### src/rtl/adj_matrix_loader.sv
// Edge-list loader for the k-clique finder: builds a symmetric adjacency matrix
// and vertex mask, then holds them until acknowledged. Optional macro: DEGREE_COUNT_EN.
module adj_matrix_loader #(
    parameter int N     = 3,
    parameter int IDX_W = 5,
    parameter int ECW   = 2
) (
    input  logic                 clk,
    input  logic                 rst_n,
    input  logic                 start,
    input  logic                 edge_valid,
    output logic                 edge_ready,
    input  logic [IDX_W-1:0]     edge_u,
    input  logic [IDX_W-1:0]     edge_v,
    input  logic                 edge_last,
    output logic [N*N-1:0]       adj_matrix,
    output logic [N-1:0]         vertices,
    output logic                 matrix_valid,
    input  logic                 matrix_ack,
    output logic [ECW-1:0]       edge_count,
`ifdef DEGREE_COUNT_EN
    output logic [N*IDX_W-1:0]   degree,
`endif
    output logic                 err_bad_edge
);

    typedef enum logic [1:0] {
        ST_IDLE = 2'd0,
        ST_LOAD = 2'd1,
        ST_HOLD = 2'd2
    } state_t;

    state_t           state_r;
    state_t           state_s;
    logic             edge_ready_r;
    logic             matrix_valid_r;
    logic [N*N-1:0]   adj_r;
    logic [N-1:0]     vertices_r;
    logic [ECW-1:0]   edge_count_r;
    logic             err_r;
    logic             xfer_s;
    logic             bad_s;
    logic             new_s;
    logic [N*N-1:0]   mask_s;
    logic [N-1:0]     vmask_s;

    assign xfer_s = edge_valid & edge_ready_r;

    // Next-state selection for the IDLE/LOAD/HOLD controller
    always_comb begin
        state_s = state_r;
        case (state_r)
            ST_IDLE: begin
                if (start) state_s = ST_LOAD;
                else       state_s = ST_IDLE;
            end
            ST_LOAD: begin
                if (xfer_s && edge_last) state_s = ST_HOLD;
                else                     state_s = ST_LOAD;
            end
            ST_HOLD: begin
                if (matrix_ack) state_s = ST_IDLE;
                else            state_s = ST_HOLD;
            end
            default: state_s = ST_IDLE;
        endcase
    end

    // State register; handshake outputs are registered from the next state
    always_ff @(posedge clk or negedge rst_n) begin
        if (!rst_n) begin
            state_r        <= ST_IDLE;
            edge_ready_r   <= 1'b0;
            matrix_valid_r <= 1'b0;
        end else begin
            state_r        <= state_s;
            edge_ready_r   <= (state_s == ST_LOAD);
            matrix_valid_r <= (state_s == ST_HOLD);
        end
    end

    // Decode the current beat into symmetric matrix bits and touched vertices
    always_comb begin
        bad_s   = (edge_u >= IDX_W'(N)) || (edge_v >= IDX_W'(N)) || (edge_u == edge_v);
        mask_s  = {(N*N){1'b0}};
        vmask_s = {N{1'b0}};
        for (int i = 0; i < N; i++) begin
            vmask_s[i] = !bad_s && ((edge_u == IDX_W'(i)) || (edge_v == IDX_W'(i)));
            for (int j = 0; j < N; j++) begin
                mask_s[i*N+j] = !bad_s &&
                    (((edge_u == IDX_W'(i)) && (edge_v == IDX_W'(j))) ||
                     ((edge_v == IDX_W'(i)) && (edge_u == IDX_W'(j))));
            end
        end
        // A pair is new only if neither orientation was stored before
        new_s = !bad_s && ((adj_r & mask_s) == {(N*N){1'b0}});
    end

    // Matrix, mask, counter and sticky error; frozen outside LOAD transfers
    always_ff @(posedge clk or negedge rst_n) begin
        if (!rst_n) begin
            adj_r        <= {(N*N){1'b0}};
            vertices_r   <= {N{1'b0}};
            edge_count_r <= {ECW{1'b0}};
            err_r        <= 1'b0;
        end else if (state_r == ST_IDLE) begin
            if (start) begin
                adj_r        <= {(N*N){1'b0}};
                vertices_r   <= {N{1'b0}};
                edge_count_r <= {ECW{1'b0}};
                err_r        <= 1'b0;
            end
        end else if ((state_r == ST_LOAD) && xfer_s) begin
            if (bad_s) begin
                err_r <= 1'b1;
            end else begin
                adj_r      <= adj_r | mask_s;
                vertices_r <= vertices_r | vmask_s;
                if (new_s && (edge_count_r != {ECW{1'b1}}))
                    edge_count_r <= edge_count_r + ECW'(1);
            end
        end
    end

`ifdef DEGREE_COUNT_EN
    logic [N-1:0][IDX_W-1:0] degree_r;

    // Per-vertex saturating degree of newly stored edges
    always_ff @(posedge clk or negedge rst_n) begin
        if (!rst_n) begin
            degree_r <= {(N*IDX_W){1'b0}};
        end else if (state_r == ST_IDLE) begin
            if (start) degree_r <= {(N*IDX_W){1'b0}};
        end else if ((state_r == ST_LOAD) && xfer_s && new_s) begin
            for (int i = 0; i < N; i++) begin
                if (vmask_s[i] && (degree_r[i] != {IDX_W{1'b1}}))
                    degree_r[i] <= degree_r[i] + IDX_W'(1);
            end
        end
    end

    assign degree = degree_r;
`endif

    assign edge_ready   = edge_ready_r;
    assign matrix_valid = matrix_valid_r;
    assign adj_matrix   = adj_r;
    assign vertices     = vertices_r;
    assign edge_count   = edge_count_r;
    assign err_bad_edge = err_r;

endmodule

### config.mk
export PLATFORM = sky130hd
export DESIGN_NAME = adj_matrix_loader
export DESIGN_NICKNAME = d
export VERILOG_FILES = /design/src/rtl/adj_matrix_loader.sv
export SDC_FILE = /design/constraint.sdc
export NUM_CORES = 1
export LEC_CHECK = 0
export BUFFER_PORTS_ARGS = -buffer_cell sky130_fd_sc_hd__buf_2
export CORE_MARGIN = 2
export CORE_UTILIZATION = 49
export CTS_CLUSTER_DIAMETER = 200
export CTS_CLUSTER_SIZE = 10
export DETAILED_ROUTE_END_ITERATION = 7
export PLACE_DENSITY = 0.74
export SYNTH_ARGS = -nofsm -noshare
export SYNTH_HDL_FRONTEND = slang
export SYNTH_SLANG_ARGS = --single-unit
### constraint.sdc
create_clock -name clk -period 1.7 [get_ports clk]
set_input_delay 0.425 -clock clk [delete_from_list [all_inputs] [get_ports clk]]
set_output_delay 0.425 -clock clk [all_outputs]
set_load 0.02 [all_outputs]
---- Word level (Yosys, flattened, before mapping) ----
Cells that the tools add are included.
storage, ports and cells
  register bits after elaboration ......... 19
  bits of input ports ..................... 16
  output and inout port bits .............. 17
  word-level logic and storage cells ...... 88
operators by class
  add/subtract/negate cells ............... 1
  $lt $le $gt $ge ......................... 2
  eq/ne operators ......................... 12
  muxes and demuxes ....................... 21
  bitwise gates (word level) .............. 4
  reductions and logical operators ........ 41
operators with widths
  kind                   number
  $mux W9                4
  $logic_and A1 B1 Y1    22
  $mux W2                7
  $mux W3                4
  $eq A5 B1 Y1 const B   2
  $eq A5 B2 Y1 const B   2
  $ge A5 B2 Y1 const B   2
  $logic_not A5 Y1       2
  $and A9 B9 Y9          1
  $logic_not A9 Y1       1
  $or A9 B9 Y9           1
  $logic_or A1 B1 Y1     8
  $pmux W2 S3            1
  $reduce_and A3 Y1      2
  $reduce_bool A2 Y1     3
  $eq A5 B5 Y1           1
  $mux W1                5
  $eq A2 B1 Y1 const B   2
  $eq A2 B2 Y1 const B   2
  $ne A2 B2 Y1 const B   2
  $reduce_and A4 Y1      1
  $or A3 B3 Y3           1
  $add A2 B1 Y2 const B  1
  $logic_not A2 Y1       1
  other kinds (3)        3

---- Depth between registers and ports, before layout ----
Gate-level depths: netlist of run 1.
  word-level depth ........................ 13
  gate-level depth with buffers ........... 6
  depth with buffers taken out ............ 5

---- Least setup slack after synthesis of run 1 ----
Ideal clock, no wire load.
  kind .................................... input-to-reg
  start ................................... in edge_v[4]
  end ..................................... reg edge_count_r[1], in the netlist edge_count[1]
  library setup time ...................... 0.126 ns
  arrival time ............................ 1.682 ns
  path slack .............................. -0.108 ns
  stages on the path ...................... 5
  path buffers ............................ 0
  cells stage by stage .................... or3_4 > or2_4 > a2111oi_4 > nand4_2 > mux2i_1
between the ends
  word-level cells in the longest chain between the ends .. 11
ends and longest elaborated chain
  what                              line    RTL
  start: declaration                14      input logic [IDX_W-1:0] edge_v,
  $ge A5 B2 Y1                      84      bad_s = (edge_u >= IDX_W'(N)) || (edge_v >= IDX_W'(N)) || (edge_u == edge_v);
  $logic_or A1 B1 Y1 (2 in series)  84
  $logic_not A1 Y1                  90, 96
  $logic_and A1 B1 Y1               90      mask_s[i*N+j] = !bad_s &&
  $and A9 B9 Y9                     96      new_s = !bad_s && ((adj_r & mask_s) == {(N*N){1'b0}});
  $logic_not A9 Y1                  96
  $logic_and A1 B1 Y1               96
  $logic_and A1 B1 Y1               119     if (new_s && (edge_count_r != {ECW{1'b1}}))
  $reduce_bool A2 Y1 (no line)      --
  $reduce_and A4 Y1 (no line) *     --
  end signal: assignment            104     edge_count_r <= {ECW{1'b0}};
  end signal: assignment            110     edge_count_r <= {ECW{1'b0}};
  end signal: assignment            120     edge_count_r <= edge_count_r + ECW'(1);
  end: declaration                  39      logic [ECW-1:0] edge_count_r;
Mark *: on every way between the ends. The rest lies on a longest branch, timed or not.
A chain may end at the register's enable or synchronous reset.

---- Final worst setup path of run 1 ----
  start ................................... in edge_v[3]
  end ..................................... reg edge_count_r[1], in the netlist edge_count[1]
Same word-level chain as after synthesis.

==> results.yml, run 1 <==
run_status:
  status: "finished clean"
setup_path:
  worstPathRequired_ns: 1.88
  cp_max_fo: 4
  path_buf_inv: 1
  cp-end-kind: "flop"
  cp_top_family: "simple AND/OR/NAND/NOR gates"
  critPathArrivalTime_ns: 1.81
  crit_chain: "buf_6 -> or3_4 -> or2_4 -> a2111oi_4 -> nand4_2 -> mux2i_1"
  cpPeakStageDelay_ns: 0.38
  cp-start-kind: "input port"
  critPathKind: "in -> reg"
  crit_path_top_delay_cell: "or3_4"
routing:
  ant_nets: 0
  dr.first_iter.drc_count: 9
  wl_um: 2310
  drc: 0
  vias: 929
  wl_per_cell_um: 13.5
  viasPerCell: 5.43
  dr.pass1.iters: 4
floorplanning:
  start_util_pct: 52.3
  io_pins: 33
  die_h_um: 50.0
  die_w_um: 50.0
  rows: 16
  die_area_sq_um: 2500
  fp.coreArea_sq_um: 1980
placement:
  hpwl_um: 1780
  port_buffers: 32
  dp.cells: 167
  place.gp.congestion: 0.909
  post-place-ws_ns: -0.455
final_layout:
  drive_gt1_share_pct: 38.2
  nets: 162
  insertedDiodeCount: 0
  finish.utilization_pct: 68.1
  fillers: 168
  final_cell_mix: "29 x buf_2, 21 x nor2_1, 19 x dfrtp_1"
  final_common_cell: "buf_2"
  syn2layout_area_growth_pct: 30.0
  layoutNonFillerInstCount: 171
sta:
  finalHoldViolCount: 0
  rsz0062_at_grt: "yes"
  tightest_slew_ns: 0.488
  min_period_over_period_pct: 95.8
  min_period_ns: 1.63
  finClkSkew_ns: 0.00352
  max_freq_mhz: 614
  holdWs_ns: 0.0510
  worst_slack_ns: 0.0708
  slew_violations: 0
  final-setup-viol-count: 0
  relSlewSlack_pct: 67.2
yosys:
  synth_seq_area_share_pct: 45.8
  syn_area_sq_um: 1040
  yosys_warnings: 0
  ys_ff_latch: 19
  synthArstFlopShare_pct: 100
  synthCells: 104
  yosysUniqueCellTypes: 36
  synth.avg_cell_area_sq_um: 9.97
  ys.flop_type: "dfrtp_1"
  syn_nets: 121
  synth_edf_count: 0
cts:
  clockBufferDepth: 2
  cts_buffers: 3
  clock_sinks: 19
  cts-root-buf: "clkbuf_4"
  post-cts-setup-buffer-count: 0
  clock_latency_ns: 0.29
  tritoncts: "done"
  ctsHtreeMaxLevel: 1
  clkTransAtPathRegs_ns: 0.11
global_route:
  track_usage_pct: 20.2
  grt_pass1_wl_um: 3810
  grt_max_degree: 20
  grt_overflow: 0
  grt_pass1_vias: 887
  antenna_found_initial: 0
power:
  leakage_nw: 0.696
  powerDensity_nw_per_um2: 830
  peakVddDrop_mv: 0.763
run:
  drv_cap: 0
min_path:
  hold_class: "in -> async"
## cell usage after synthesis (2+ instances only)
| cell | count | area, sq um |
|---|---|---|
| a22o_1 | 2 | 17.5 |
| or3_4 | 2 | 22.5 |
| a31oi_1 | 3 | 18.8 |
| dfrtp_1 | 19 | 475 |
| nand4bb_1 | 2 | 22.5 |
| buf_4 | 2 | 15.0 |
| o41ai_1 | 2 | 17.5 |
| and2_1 | 4 | 25.0 |
| or3_1 | 2 | 12.5 |
| mux2i_1 | 2 | 20.0 |
| nand2_1 | 8 | 30.0 |
| o21ai_0 | 3 | 15.0 |
| buf_2 | 2 | 10.0 |
| o211a_1 | 2 | 20.0 |
| o21a_1 | 2 | 15.0 |
| xor2_1 | 5 | 43.8 |
| nor2_1 | 21 | 78.8 |
| and4_1 | 2 | 17.5 |
| nor3_1 | 2 | 10.0 |
## flip-flops by register name, summed over array words and instances (netlist names)
register	flops
state_r	2
matrix_valid	1
edge_ready	1
edge_count	2
adj_matrix	9
err_bad_edge	1
vertices	3
## kinds of logic after synthesis
family	Yosys count	share of synthesized area (%)
fa+ha+maj	1	1.21
compound gates	20	16.8
mux	2	1.93
xor+xnor	5	4.22
flops	19	45.8
simple gates	51	26.9
buf+inv	6	3.14
## layer usage
layer | track usage (%) | up-vias | share of wire, %
met5 | 0 | - | 0
met4 | 8.33 | 0 | 2.0
met3 | 3.94 | 6 | 3.2
met2 | 34.2 | 24 | 49
met1 | 24.9 | 442 | 46
li1 | - | 457 | -
## final timing paths
path | from | slack, ns | to | depth (start not counted)
max reg2reg | adj_matrix[7]$_DFFE_PN0P_ | 0.21 | edge_count[1]$_DFFE_PN0P_ | 5
min in group clk | matrix_ack | 0.40 | state_r[1]$_DFF_PN0_ | 3
max in group asynchronous | rst_n | 1.35 | adj_matrix[0]$_DFFE_PN0P_ | 1
min reg2reg | adj_matrix[0]$_DFFE_PN0P_ | 0.49 | adj_matrix[0]$_DFFE_PN0P_ | 1
min | rst_n | 0.05 | vertices[2]$_DFFE_PN0P_ | 1
max | edge_v[3] | 0.07 | edge_count[1]$_DFFE_PN0P_ | 6
## layout make-up
class / instances / area (sq um) / area share (%)
clock buffer: 4 / 26.3 / 1.95
tap: 27 / 33.8 / 2.50
inverter: 1 / 3.75 / 0.278
multi-input combinational: 79 / 563 / 41.7
sequential: 19 / 475 / 35.3
timing repair buffer: 41 / 246 / 18.3
## power by group
group	total, mW	leakage, nW	switching [mW]	internal [mW]
clock network	0.226	0.0150	0.135	0.0912
registers	0.554	0.256	0.0530	0.501
logic	0.339	0.425	0.205	0.134
## what timing repair did
action	4_1_cts	5_1_grt
endpoints found under the setup margin	2	5
hold buffers	0	0
resized for setup	2	6
cloned	0	0
pin swaps	0	1
## metrics by stage
step | power [mW] | instance area (sq um) | setup TNS, ns
floorplan | 0.773 | 1040 | -0.233
global placement | 0.878 | 1270 | -1.58
detailed placement | 0.893 | 1270 | -1.87
CTS | 1.12 | 1300 | 0
global route | 1.18 | 1350 | -0.0653
finish | 1.12 | 1350 | 0
(Power assumes the default switching activity.)
==> inputs of run 2 (changes only) <==
- PLACE_DENSITY: 0.74 -> 0.77
- SETUP_SLACK_MARGIN: default -> 0.4
- SKIP_LAST_GASP: default -> 1
==> run 2 against run 1 <==
Net effect: final area rose by 21%; cell count rose by 11%; flip-flop and latch count did not move; first-iteration DRC count rose to 2.8 times the previous value.
==> results.yml, run 2 (synthesis results as in run 1) <==
power:
  switchingPower_mw: 0.488
  finalPower_mw: 1.35
  p_clk_share_pct: 17.9
  peakVddDrop_mv: 0.725
  seqPwrFrac_pct: 41.4
  internal_power_mw: 0.859
  leakage_nw: 0.813
  p_sw_share_pct: 36.2
  powerDensity_nw_per_um2: 823
  power_frac_comb_pct: 40.7
setup_path:
  cp-start-kind: "input port"
  cp_top_family: "simple AND/OR/NAND/NOR gates"
  path_depth: 6
  path_buf_inv: 1
  critPathArrivalTime_ns: 1.82
  worstPathRequired_ns: 1.91
  cpPeakStageDelay_ns: 0.39
  startpoint: "edge_v[2]"
  r2r_start: "adj_matrix[7]$_DFFE_PN0P_"
  r2r_slack_ns: 0.30
  ff2ff_path_depth: 5
  critPathKind: "in -> reg"
  endpoint: "edge_count[1]$_DFFE_PN0P_"
  crit_path_top_delay_cell: "or3_4"
  crit_chain: "buf_8 -> or3_4 -> or2_4 -> a2111oi_4 -> nand4_2 -> mux2i_1"
  r2r-end: "edge_count[1]$_DFFE_PN0P_"
  cp_max_fo: 3
  cp-end-kind: "flop"
floorplanning:
  die_w_um: 50.0
  die_area_sq_um: 2500
  die_h_um: 50.0
  start_util_pct: 52.3
  io_pins: 33
  fp.coreArea_sq_um: 1980
  rows: 16
routing:
  ant_nets: 0
  wl_per_cell_um: 16.1
  vias: 1051
  dr.first_iter.drc_count: 25
  dr.pass1.iters: 4
  wl_um: 3050
  drc: 0
  viasPerCell: 5.56
sta:
  min_period_over_period_pct: 94.7
  slew_violations: 0
  rsz0062_at_grt: "yes"
  min_period_ns: 1.61
  finClkSkew_ns: 0.00136
  finalHoldViolCount: 0
  tightest_slew_ns: 0.429
  max_freq_mhz: 621
  relSlewSlack_pct: 70.7
  final-setup-viol-count: 0
placement:
  dp.cells: 168
  hpwl_um: 1750
  port_buffers: 32
  place.gp.congestion: 0.824
global_route:
  grt_pass1_wl_um: 4240
  grt_overflow: 0
  track_usage_pct: 22.0
  grt_max_degree: 20
  grt_pass1_vias: 936
  antenna_found_initial: 0
cts:
  cts-root-buf: "clkbuf_4"
  tritoncts: "done"
  clock_latency_ns: 0.31
  ctsHtreeMaxLevel: 1
  postCtsHoldBufs: 0
  cts_buffers: 3
  clock_sinks: 19
  clockBufferDepth: 2
  clkTransAtPathRegs_ns: 0.11
final_layout:
  layoutNonFillerInstCount: 189
  syn2layout_area_growth_pct: 57.8
  final_cell_mix: "25 x buf_4, 19 x buf_6, 18 x dfrtp_1"
  final_common_cell: "buf_4"
  drive_gt1_share_pct: 52.5
  insertedDiodeCount: 0
  largest_reg_flops: 9
  nets: 180
run:
  drv_cap: 0
min_path:
  hold_class: "in -> async"
run_status:
  status: "finished clean"
==> run 2: cell count changes in the layout (fill, tap and decap cells not counted), sizes merged <==
cell | before | now
clkinv | 0 | 1
buf | 41 | 59
clkbuf | 4 | 3
==> run 2: routing by layer <==
| metal | share of wire [%] | vias up | global-route usage [%] |
|---|---|---|---|
| met4 | 1.2 | 0 | 7.41 |
| li1 | - | 492 | - |
| met1 | 43 | 518 | 27.8 |
| met2 | 51 | 36 | 38.2 |
| met3 | 4.8 | 5 | 2.73 |
| met5 | 0 | - | 0 |
==> run 2: area by class of cell <==
cell class | count | area, sq um
multi-input cells | 79 | 608
repair buffers | 59 | 487
well taps | 27 | 33.8
inverters | 1 | 3.75
clock buffers | 3 | 22.5
clock inverters | 1 | 5.00
flip-flops and latches | 19 | 477
fillers | 106 | 345
==> run 2: worst min path at each step <==
stage,from,end,slack (ns)
after global placement,rst_n,vertices[2]$_DFFE_PN0P_,0.37
after floorplan,rst_n,adj_matrix[0]$_DFFE_PN0P_,0.13
final,rst_n,adj_matrix[6]$_DFFE_PN0P_,0.03
after detailed placement,rst_n,vertices[2]$_DFFE_PN0P_,0.38
after CTS,rst_n,adj_matrix[6]$_DFFE_PN0P_,0.04
after global routing,rst_n,edge_count[0]$_DFFE_PN0P_,0.04
==> run 2: what timing repair did <==
| action | 4_1_cts | 5_1_grt |
|---|---|---|
| endpoints found under the hold margin | 0 | 0 |
| pin swaps | 4 | 9 |
| setup endpoints to repair | 20 | 28 |
| resized for setup | 21 | 31 |
| buffers inserted | 6 | 11 |
==> run 2: power by group through the flow <==
stage	registers, mW	logic [mW]	clock network, mW
2_1_floorplan	0.594	0.180	0
5_1_grt	0.564	0.581	0.265
4_1_cts	0.554	0.430	0.236
3_5_place_dp	0.560	0.331	0
3_3_place_gp	0.556	0.320	0
6_report	0.558	0.548	0.241
==> run 2: metrics by stage <==
stage	worst slack (ns)	hold slack (ns)	area, sq um	setup TNS [ns]	utilization [%]
2_1_floorplan	-0.105	0.129	1040	-0.225	-
3_3_place_gp	-0.238	0.372	1280	-1.18	64.6
3_5_place_dp	-0.265	0.379	1280	-1.45	64.6
4_1_cts	0.0976	0.0449	1440	0	72.6
5_1_grt	-0.0113	0.0356	1640	-0.0113	82.6
6_report	0.0893	0.0281	1640	0	82.6
==> run 2: worst register-to-register path: stages, from the launching register on <==
cell       delay [ns]
dfrtp_1          0.40
nor2_1           0.06
a2111oi_0        0.44
a311oi_1         0.12
nand4_2          0.14
mux2i_1          0.18
==> inputs of run 3 (changes only) <==
- CELL_PAD_IN_SITES_DETAIL_PLACEMENT: default -> 2
- CELL_PAD_IN_SITES_GLOBAL_PLACEMENT: default -> 2
- CORE_UTILIZATION: 49 -> 29
- PLACE_DENSITY: 0.77 -> default
- PLACE_DENSITY_LB_ADDON: default -> 0.1
==> run 3 against run 2 <==
Net effect: maximum frequency shrank 2.2%; register-to-register slack lost 0.05 ns; largest power group unchanged; first-iteration DRC count down 52%; routed wire length is 1.7% higher; largest cell class unchanged; worst setup slack worse by 0.036 ns.
==> results.yml, run 3 (synthesis results as in run 1) <==
routing:
  vias: 1004
  ant_nets: 0
  wl_um: 3100
  wl_per_cell_um: 15.5
  drc: 0
  dr.first_iter.drc_count: 12
  viasPerCell: 5.02
  dr.pass1.iters: 4
sta:
  rsz0062_at_grt: "yes"
  tightest_slew_ns: 0.462
  final-setup-viol-count: 0
  min_period_over_period_pct: 96.8
  relSlewSlack_pct: 68.9
  min_period_ns: 1.65
  fin_tns_setup_ns: 0
  finalHoldViolCount: 0
  finClkSkew_ns: 0.00147
  slew_violations: 0
  max_freq_mhz: 607
  holdWs_ns: 0.0571
setup_path:
  crit_chain: "buf_6 -> or3_4 -> or2_4 -> a2111oi_4 -> buf_4 -> nor3_2 -> o21a_1"
  cp-end-kind: "flop"
  cpPeakStageDelay_ns: 0.40
  critPathArrivalTime_ns: 1.84
  crit_path_top_delay_cell: "or3_4"
  cp-start-kind: "input port"
  worstPathRequired_ns: 1.90
  critPathKind: "in -> reg"
  cp_top_family: "simple AND/OR/NAND/NOR gates"
  cp_max_fo: 5
  path_buf_inv: 2
power:
  powerDensity_nw_per_um2: 766
  peakVddDrop_mv: 0.568
  finalPower_mw: 1.18
  leakage_nw: 0.760
global_route:
  grt_busiest_layer: "met2"
  grt_overflow: 0
  track_usage_pct: 16.3
  antenna_found_initial: 0
  grt_pass1_wl_um: 5070
  grtUsageMet2_pct: 29.2
  grt_util_met1_pct: 19.2
  grt_max_degree: 20
  grt_pass1_vias: 1081
  grt_use_met3_pct: 2.11
final_layout:
  fillers: 373
  final_cell_mix: "19 x nor2_1, 19 x dfrtp_1, 19 x buf_6, 19 x buf_4, 13 x buf_2"
  drive_gt1_share_pct: 43.5
  syn2layout_area_growth_pct: 48.5
  finish.utilization_pct: 45.4
  largest_reg_flops: 9
  nets: 172
  insertedDiodeCount: 0
  layoutNonFillerInstCount: 200
floorplanning:
  fp.coreArea_sq_um: 3390
  rows: 21
  die_area_sq_um: 4070
  io_pins: 33
  start_util_pct: 30.6
  die_w_um: 63.8
  die_h_um: 63.8
cts:
  ctsHtreeMaxLevel: 1
  cts-root-buf: "clkbuf_4"
  clock_latency_ns: 0.29
  clock_sinks: 19
  clkTransAtPathRegs_ns: 0.10
  cts_buffers: 3
  tritoncts: "done"
  clockBufferDepth: 2
min_path:
  hold_class: "in -> async"
placement:
  place.gp.congestion: 0.741
  hpwl_um: 2390
  dp.cells: 188
  port_buffers: 32
run:
  drv_cap: 0
run_status:
  status: "finished clean"
-- run 3: cell types whose count changed in the layout (fill, tap and decap cells not counted), sizes merged --
cell | before | now
buf | 59 | 51
clkbuf | 3 | 4
clkinv | 1 | 0
-- run 3: repair_timing --
| action | 4_1_cts | 5_1_grt |
|---|---|---|
| hold buffers | 0 | 0 |
| endpoints found under the setup margin | 21 | 31 |
| cloned | 0 | 0 |
| gates resized for setup | 22 | 18 |
| pin swaps | 3 | 2 |
| buffers inserted | 5 | 3 |
| endpoints found under the hold margin | 0 | 0 |
-- run 3: power breakdown --
group          internal (mW)  leakage (nW)  switching (mW)
logic                  0.174         0.489           0.216
registers              0.501         0.256          0.0596
clock network         0.0914        0.0150           0.137
total                  0.766         0.760           0.413
-- run 3: metal layers --
metal | wire (um) | vias to the layer above
li1 | - | 471
met1 | 1300 | 507
met2 | 1640 | 22
met3 | 109 | 4
met4 | 55 | 0
met5 | 0 | -
-- run 3: worst register-to-register path, stage by stage, from the launching register on --
cell	delay [ns]
dfrtp_1	0.46
nand3_1	0.17
a21oi_2	0.34
and4_1	0.28
nor2_1	0.06
nor2_1	0.09
-- run 3: area by class of cell --
cell class | count | area [sq um] | area share, %
multi-input cells | 79 | 556 | 36.1
flip-flops and latches | 19 | 475 | 30.9
repair buffers | 51 | 422 | 27.4
well taps | 46 | 57.6 | 3.74
clock buffers | 4 | 26.3 | 1.71
inverters | 1 | 3.75 | 0.244
-- run 3: final timing paths --
path	start	endpoint	slack (ns)	cells past startpoint
setup / recovery	edge_u[4]	err_bad_edge$_DFFE_PN0P_	0.05	7
min in group clk	matrix_ack	state_r[1]$_DFF_PN0_	0.42	3
hold / removal	rst_n	state_r[0]$_DFF_PN0_	0.06	1
setup reg to reg	state_r[0]$_DFF_PN0_	adj_matrix[6]$_DFFE_PN0P_	0.25	5
hold reg to reg	adj_matrix[4]$_DFFE_PN0P_	adj_matrix[4]$_DFFE_PN0P_	0.53	1
max in group asynchronous	rst_n	vertices[2]$_DFFE_PN0P_	1.33	1
-- run 3: metrics by stage --
stage	setup slack (ns)	instance area, sq um
floorplan	-0.105	1040
global placement	-0.290	1310
detailed placement	-0.321	1310
CTS	0.0438	1460
global route	0.0233	1540
finish	0.0536	1540
